## src/rtl/alu_load_seq.sv

```systemverilog
// alu_load_seq: front-end sequencer for the ALU operand/opcode registers.
// A single push-button is synchronised and debounced; each accepted press
// steers the registered switch bus into A, then B, then the opcode register,
// and the result is flagged valid once all three are loaded.
module alu_load_seq #(
  parameter int NB_DATA      = 8,
  parameter int NB_OP        = 6,
  parameter int DEBOUNCE_CYC = 1000000
) (
  input  logic               clk,
  input  logic               rst,
  input  logic               i_btn,
  input  logic               i_clear,
  input  logic [NB_DATA-1:0] i_sw,
  output logic [NB_DATA-1:0] o_data,
  output logic               o_en_a,
  output logic               o_en_b,
  output logic               o_en_op,
  output logic               o_res_valid,
  output logic [1:0]         o_state
);

  localparam int CNT_W = (DEBOUNCE_CYC > 2) ? $clog2(DEBOUNCE_CYC) : 1;
  localparam logic [CNT_W-1:0] CNT_MAX = CNT_W'(DEBOUNCE_CYC - 1);
  localparam logic [CNT_W-1:0] CNT_ONE = CNT_W'(1);
  localparam logic [CNT_W-1:0] CNT_ZERO = {CNT_W{1'b0}};
  // Low NB_OP bits form the opcode field; the remaining bits only matter
  // for the operand registers. Both fields travel on the same bus.
  localparam logic [NB_DATA-1:0] OP_MASK = NB_DATA'((64'd1 << NB_OP) - 64'd1);

  typedef enum logic [1:0] {
    WAIT_A  = 2'd0,
    WAIT_B  = 2'd1,
    WAIT_OP = 2'd2,
    SHOW    = 2'd3
  } state_t;

  logic [1:0]         sync_q;
  logic               btn_s;
  logic [NB_DATA-1:0] data_q;
  logic [NB_DATA-1:0] data_d;

  logic [CNT_W-1:0]   cnt_q;
  logic [CNT_W-1:0]   cnt_d;
  logic               lvl_q;
  logic               lvl_d;
  logic               lvl_prev_q;
  logic               press_s;

  state_t             state_q;
  state_t             state_d;
  logic               en_a_q;
  logic               en_a_d;
  logic               en_b_q;
  logic               en_b_d;
  logic               en_op_q;
  logic               en_op_d;
  logic               valid_q;
  logic               valid_d;

  assign btn_s   = sync_q[1];
  assign data_d  = (i_sw & OP_MASK) | (i_sw & ~OP_MASK);
  // One-cycle pulse on the rising edge of the debounced level.
  assign press_s = lvl_q & ~lvl_prev_q;

  // Two-flop button synchroniser and one-flop switch capture.
  always_ff @(posedge clk) begin
    if (rst) begin
      sync_q <= 2'b00;
      data_q <= {NB_DATA{1'b0}};
    end else begin
      sync_q <= {sync_q[0], i_btn};
      data_q <= data_d;
    end
  end

  // Debounce counter: the level flips only after DEBOUNCE_CYC mismatched cycles.
  always_comb begin
    cnt_d = cnt_q;
    lvl_d = lvl_q;
    if (btn_s == lvl_q) begin
      cnt_d = CNT_ZERO;
    end else if (cnt_q == CNT_MAX) begin
      lvl_d = ~lvl_q;
      cnt_d = CNT_ZERO;
    end else begin
      cnt_d = cnt_q + CNT_ONE;
    end
  end

  // Debounce state registers; i_clear deliberately leaves these untouched.
  always_ff @(posedge clk) begin
    if (rst) begin
      cnt_q      <= CNT_ZERO;
      lvl_q      <= 1'b0;
      lvl_prev_q <= 1'b0;
    end else begin
      cnt_q      <= cnt_d;
      lvl_q      <= lvl_d;
      lvl_prev_q <= lvl_q;
    end
  end

  // Next-state and next-output logic; clear wins over a simultaneous press.
  always_comb begin
    state_d = state_q;
    en_a_d  = 1'b0;
    en_b_d  = 1'b0;
    en_op_d = 1'b0;
    if (i_clear) begin
      state_d = WAIT_A;
    end else if (press_s) begin
      case (state_q)
        WAIT_A: begin
          state_d = WAIT_B;
          en_a_d  = 1'b1;
        end
        WAIT_B: begin
          state_d = WAIT_OP;
          en_b_d  = 1'b1;
        end
        WAIT_OP: begin
          state_d = SHOW;
          en_op_d = 1'b1;
        end
        SHOW: begin
          state_d = WAIT_A;
        end
        default: begin
          state_d = WAIT_A;
        end
      endcase
    end else begin
      state_d = state_q;
    end
    valid_d = (state_d == SHOW);
  end

  // State and registered outputs, updated together on the same edge.
  always_ff @(posedge clk) begin
    if (rst) begin
      state_q <= WAIT_A;
      en_a_q  <= 1'b0;
      en_b_q  <= 1'b0;
      en_op_q <= 1'b0;
      valid_q <= 1'b0;
    end else begin
      state_q <= state_d;
      en_a_q  <= en_a_d;
      en_b_q  <= en_b_d;
      en_op_q <= en_op_d;
      valid_q <= valid_d;
    end
  end

  assign o_data      = data_q;
  assign o_en_a      = en_a_q;
  assign o_en_b      = en_b_q;
  assign o_en_op     = en_op_q;
  assign o_res_valid = valid_q;
  assign o_state     = state_q;

endmodule

```

## config.mk

```make
export PLATFORM = sky130hd
export DESIGN_NAME = alu_load_seq
export DESIGN_NICKNAME = d
export VERILOG_FILES = /design/src/rtl/alu_load_seq.sv
export SDC_FILE = /design/constraint.sdc
export NUM_CORES = 1
export LEC_CHECK = 0
export BUFFER_PORTS_ARGS = -buffer_cell sky130_fd_sc_hd__buf_4
export CAP_MARGIN = 15
export CORE_MARGIN = 8
export CORE_UTILIZATION = 53
export DETAILED_ROUTE_END_ITERATION = 7
export HOLD_SLACK_MARGIN = 0.08
export PLACE_DENSITY_LB_ADDON = 0.15
export SLEW_MARGIN = 10
export SYNTH_ARGS = -nofsm -noshare
export SYNTH_HDL_FRONTEND = slang
export SYNTH_SLANG_ARGS = --single-unit
export TNS_END_PERCENT = 50
```

## constraint.sdc

```tcl
create_clock -name clk -period 2.7 [get_ports clk]
set_clock_uncertainty 0.2 [all_clocks]
set_input_delay 0.27 -clock clk [delete_from_list [all_inputs] [get_ports clk]]
set_output_delay 0.27 -clock clk [all_outputs]
set_load 0.01 [all_outputs]
```

==> metrics, run 1 <==
pins over their slew limit 0; Rel. slew slack between 60% and 70%; ys async rst share 0%; top-area cell type share of the netlist area 51.66%; post-DR wirelength/cell ~13 um; root buf cell clkbuf_4; largest area contributor in the netlist dfxtp_1; Pre-Repair DR Iteration Count 4; number of synthesized register bits 38; total CTS buffers 5; Die ar. 0.004721 sq mm; Setup Buffers After CTS 0; endpoints failing setup 0; reg2reg path depth 5; Core Area 0.002686 sq mm; # IOs 26; pin count of the biggest net entering global routing 18; detailed-route wire length 3136 um; cell area after synthesis 0.001473 sq mm; Leak slightly above 0.7 nW; Crit path arrival time 2.39 ns; area grow syn2layout 28.97%; DR vias 1,267; pwr dens between 500 and 600 mW/mm^2; syn_nets 174; worst-margin pin slew 0.4508 ns; vias per cell 5.438; Syn Inst Count 158; most used flip-flop cell after synthesis dfxtp_1; RSZ-0062 raised after global routing false; CTS clk-pin slew, worst paths approximately 0.11 ns; crit path launch type register; layout cells sized above 1 18.32%; Die Ht 68.71 um; Reg2Reg Capture Point cnt_q[16]; CTS resizes 0; H-tree levels 2; Ant. Diodes 0; sequential area share after synthesis 51.66%; Skew-Pair Late Insertion Delay 0.34 ns; commonest non-fill, non-tap cell in the layout dfxtp_1; worst setup margin 0.3802 ns; most frequent cells in the layout dfxtp_1, buf_4, nor2_1; global-route wire length before repair 5264 um; Clock Path Buffers 2; CP Capture Point cnt_q[16]; status completed; DRC errors left 0; Starting Density between 50% and 60%; TritonCTS clock tree built; initial antenna violation count 0; final net count 217; IO buf count 25; WHS 0.2456 ns; Max Cap Violations 0; Syn Area/Cell 9.321 sq um; Netlist cell types 27; final hold violations 0; Max FO, Critical Path 7; Synth area leaders dfxtp_1, nor2b_1, xnor2_1; Total Neg Setup Slack 0 ns; Yosys warnings 0; fmax 431.1 MHz; vias in the first global route roughly 1,200; clock period minus worst slack about 2.3 ns; clock sink count 38; DPL Wire Length between 2000 and 2500 um; Post-synth EDFFs 0; Crit Path Category register to register; row cnt 19; CP endpoint kind register; Iteration-0 DRC Markers 82; WP data required 2.77 ns; Tcrit/Tclk final 85.92%; Die X 68.71 um; antenna-violating nets left 0; Crit Reg-Reg Startpoint cnt_q[0]; worst hold path class register to register; IR Drop Worst-Case VDD 0.0004792 V; GRT Resource Usage Total ~15%; GPL Wtd Cong 0.7805; worst setup path start cnt_q[0]; Remaining Overflow, GRT 0; reg2reg setup slack 0.38 ns; Place WS 0.4063 ns
-- worst min path at each step --
stage                   start    endpoint  slack (ns)  depth (start not counted)
CTS                 sync_q[0]   sync_q[1]        0.25                          1
finish              sync_q[0]   sync_q[1]        0.25                          1
detailed placement  sync_q[0]   sync_q[1]        0.22                          1
floorplan                 rst  lvl_prev_q        0.14                          1
global placement    sync_q[0]   sync_q[1]        0.22                          1
global route        sync_q[0]   sync_q[1]        0.26                          1
-- worst max-delay path: stages (launching register included) --
cell	delay (ns)
dfxtp_1	0.41
ha_1	0.27
nand4_2	0.14
or4_1	0.68
or3_1	0.40
a21oi_1	0.16
-- kinds of logic (layout without fill, tap and decap cells) --
logic type | count (synthesis) | in the layout | synth area share [%]
simple gates | 76 | 76 | 28.72
fa+ha+maj | 4 | 4 | 3.399
buf+inv | 9 | 53 | 2.379
compound gates | 19 | 19 | 6.712
flops | 38 | 38 | 51.66
xor+xnor | 12 | 12 | 7.137
-- cell type report --
cell class	count	area, sq um
Fill cell	223	787.0
Clock buffer	5	37.54
Clock inverter	3	40.04
Tap cell	31	38.79
Sequential cell	38	760.7
Timing Repair Buffer	39	322.8
Inverter	6	22.52
Multi-Input combinational cell	111	676.9
-- sequential cells by signal, indices dropped and copies added (netlist names) --
| register | flops |
|---|---|
| cnt_q | 20 |
| o_data | 8 |
| o_state | 2 |
| sync_q | 2 |
| lvl_prev_q | 1 |
| lvl_q | 1 |
| o_en_a | 1 |
| o_en_b | 1 |
| o_en_op | 1 |
| o_res_valid | 1 |
-- synthesized netlist by cell type (2+ instances only) --
master	count
nand4_1	3
and3_1	4
nor2b_1	13
nor3b_1	2
xnor2_1	9
o21ai_0	8
or3_1	6
nor3_1	5
xor2_1	3
or4_1	2
dfxtp_1	38
clkbuf_1	2
ha_1	4
nor4_1	3
nand3_1	8
inv_1	6
nand2_1	7
nand4b_1	2
a21oi_1	9
nor2_1	17
-- where the power goes --
group	switching, mW	total (mW)	internal, mW
registers	0.00275	0.571	0.569
clock network	0.185	0.377	0.192
logic	0.0201	0.0535	0.0335
total	0.208	1.00	0.794
-- routing by layer --
| layer | vias to the layer above | track usage, % | wire length, um |
|---|---|---|---|
| met5 | - | 0 | 0 |
| met3 | 13 | 7.270 | 266 |
| met2 | 51 | 23.11 | 1472 |
| li1 | 629 | - | - |
| met4 | 0 | 6.516 | 64 |
| met1 | 574 | 16.51 | 1333 |
-- timing repair --
| item | 4_1_cts | 5_1_grt |
|---|---|---|
| setup endpoints to repair | 0 | 0 |
| hold buffers | 12 | 0 |
| hold endpoints to repair | 19 | 0 |
-- through the flow --
step	instances	area [sq um]	total power [mW]	util, %
6_report	233	1899	1.002	70.70
5_1_grt	233	1899	1.037	70.70
4_1_cts	233	1899	1.007	70.70
3_5_place_dp	213	1702	0.6235	63.34
3_3_place_gp	213	1702	0.6225	63.34
2_1_floorplan	158	1473	0.5973	-
No activity file was read; power rests on OpenSTA's default activity.
==> inputs of run 2 (changes only) <==
PLACE_DENSITY = 0.79   (was unset)
PLACE_DENSITY_LB_ADDON = unset   (was 0.15)
==> metrics, run 2 (synthesized netlist as in run 1, its figures left out) <==
status completed (unchanged); Remaining Overflow, GRT 0 (unchanged); RSZ-0062 raised after global routing false (unchanged); CP max stage cell or4_1 (unchanged); Biggest register cnt_q (unchanged); Final Non-Filler Cells 232 (was 233); vias per cell 5.336 (was 5.438); final hold violations 0 (unchanged); Starting Density 54.82% (unchanged); Clk pwr share 38.7% (was 37.6%); commonest non-fill, non-tap cell in the layout dfxtp_1 (unchanged); Reg2Reg Capture Point cnt_q[16] (unchanged); P_sw 221.8 uW (was 207.9 uW); most frequent cells in the layout dfxtp_1, buf_4, nor2_1 (unchanged); GPL Wtd Cong 0.8049 (was 0.7805); initial antenna violation count 0 (unchanged); root buf cell clkbuf_4 (unchanged); Die Ht 68.71 um (unchanged); critical path depth 5 (unchanged); pin count of the biggest net entering global routing 20 (was 18); clock sink count 38 (unchanged); busiest grt layer met2 (unchanged); reg2reg path depth 5 (unchanged); CTS resizes 0 (unchanged); Die X 68.71 um (unchanged); clock period minus worst slack 2.326 ns (was 2.320 ns); worst setup path start cnt_q[0] (unchanged); Crit Path Category register to register (unchanged); area grow syn2layout 28.80% (was 28.97%); total internal power 796.0 uW (was 793.7 uW); DR vias 1,238 (was 1,267); CP endpoint kind register (unchanged); post-DR wirelength/cell 13.73 um (was 13.46 um); register share of total power 56.1% (was 57.0%); worst-margin pin slew 0.4478 ns (was 0.4508 ns); filler cell count 205 (was 223); Total Neg Setup Slack 0 ns (unchanged); met1 GRT Util 15.29% (was 16.51%); detailed-route wire length 3185 um (was 3136 um); pwr dens 536.6 mW/mm^2 (was 527.4 mW/mm^2); Ant. Diodes 0 (unchanged); TritonCTS clock tree built (unchanged); endpoints failing setup 0 (unchanged); total CTS buffers 5 (unchanged); Leak 0.6939 nW (was 0.7056 nW); antenna-violating nets left 0 (unchanged); Clock Path Buffers 2 (unchanged); # IOs 26 (unchanged); Crit Reg-Reg Startpoint cnt_q[0] (unchanged); IR Drop Worst-Case VDD 0.0005042 V (was 0.0004792 V); CTS clk-pin slew, worst paths 0.14 ns (was 0.11 ns); DPL Wire Length 2042 um (was 2114 um); Max Cap Violations 0 (unchanged); dpl cells 212 (was 213); Skew-Pair Late Insertion Delay 0.35 ns (was 0.34 ns); Bufs and invs on worst path 0 (unchanged); crit path launch type register (unchanged); reg2reg setup slack 0.37 ns (was 0.38 ns); global-route wire length before repair 5209 um (was 5264 um); layout cells sized above 1 17.91% (was 18.32%); CP top delay family simple AND/OR/NAND/NOR gates (unchanged); Iteration-0 DRC Markers 39 (was 82); IO buf count 25 (unchanged); WP data required 2.77 ns (about the same); CP Capture Point cnt_q[16] (unchanged); max reg flops 20 (unchanged); H-tree levels 2 (unchanged); Max FO, Critical Path 7 (unchanged); GRT Resource Usage Total 14.77% (was 14.69%); vias in the first global route 1,221 (was 1,182); Crit path arrival time 2.40 ns (was 2.39 ns); WHS 0.2612 ns (was 0.2456 ns); Comb power frac 5.2% (was 5.3%); final design utilization 70.61% (was 70.70%); Tcrit/Tclk final 86.14% (was 85.92%); Die ar. 0.004721 sq mm (unchanged); sw frac 21.79% (was 20.76%); fmax 430.0 MHz (was 431.1 MHz); Design Power 1.018 mW (was 1.002 mW); worst hold path class register to register (unchanged); crit-path cells ha_1, nand4_2, or4_1, or3_1, a21oi_1 (unchanged); pins over their slew limit 0 (unchanged); met3 Resource Use GR 4.039% (was 7.270%); GRT met2 Usage 26.48% (was 23.11%); DRC errors left 0 (unchanged); Rel. slew slack 69.37% (was 69.17%); crit-path max cell delay 0.65 ns (was 0.68 ns); Core Area 0.002686 sq mm (unchanged); row cnt 19 (unchanged); final net count 216 (was 217); Pre-Repair DR Iteration Count 4 (unchanged)
## run 2: power groups by stage
stage	sequential, mW	combinational (mW)	clock, mW
floorplan	0.587	0.0102	0
global placement	0.584	0.0381	0
detailed placement	0.584	0.0393	0
CTS	0.571	0.0521	0.395
global route	0.572	0.0574	0.420
finish	0.571	0.0528	0.394
## run 2: how the worst min path moves through the flow
stage,slack [ns],from,end,depth (start not counted)
2_1_floorplan,0.14,rst,lvl_prev_q,1
3_3_place_gp,0.24,sync_q[0],sync_q[1],1
3_5_place_dp,0.23,sync_q[0],sync_q[1],1
4_1_cts,0.26,sync_q[0],sync_q[1],1
5_1_grt,0.27,sync_q[0],sync_q[1],1
6_report,0.26,sync_q[0],sync_q[1],1
## run 2: routing by layer
layer | vias up | part of all wire [%]
met5 | - | 0
met4 | 0 | 2.3
met3 | 7 | 6.3
met2 | 33 | 53
met1 | 566 | 38
li1 | 632 | -
## run 2: what timing repair did
action                                 in CTS  in global routing
setup buffers                               0                  0
endpoints found under the hold margin      19                  0
hold buffers                               12                  0
## run 2: cell type report
| type | count | area (sq um) | area share [%] |
|---|---|---|---|
| clock buffers | 5 | 37.54 | 1.979 |
| inverters | 6 | 22.52 | 1.187 |
| multi-input cells | 111 | 676.9 | 35.69 |
| well taps | 31 | 38.79 | 2.045 |
| clock inverters | 3 | 45.04 | 2.375 |
| repair buffers | 38 | 315.3 | 16.62 |
| flip-flops and latches | 38 | 760.7 | 40.11 |
## run 2: stage by stage
step | setup WS [ns] | cell area [sq um]
floorplan | 0.5839 | 1473
global placement | 0.5293 | 1694
detailed placement | 0.4311 | 1694
CTS | 0.3862 | 1897
global route | 0.2581 | 1897
finish | 0.3743 | 1897
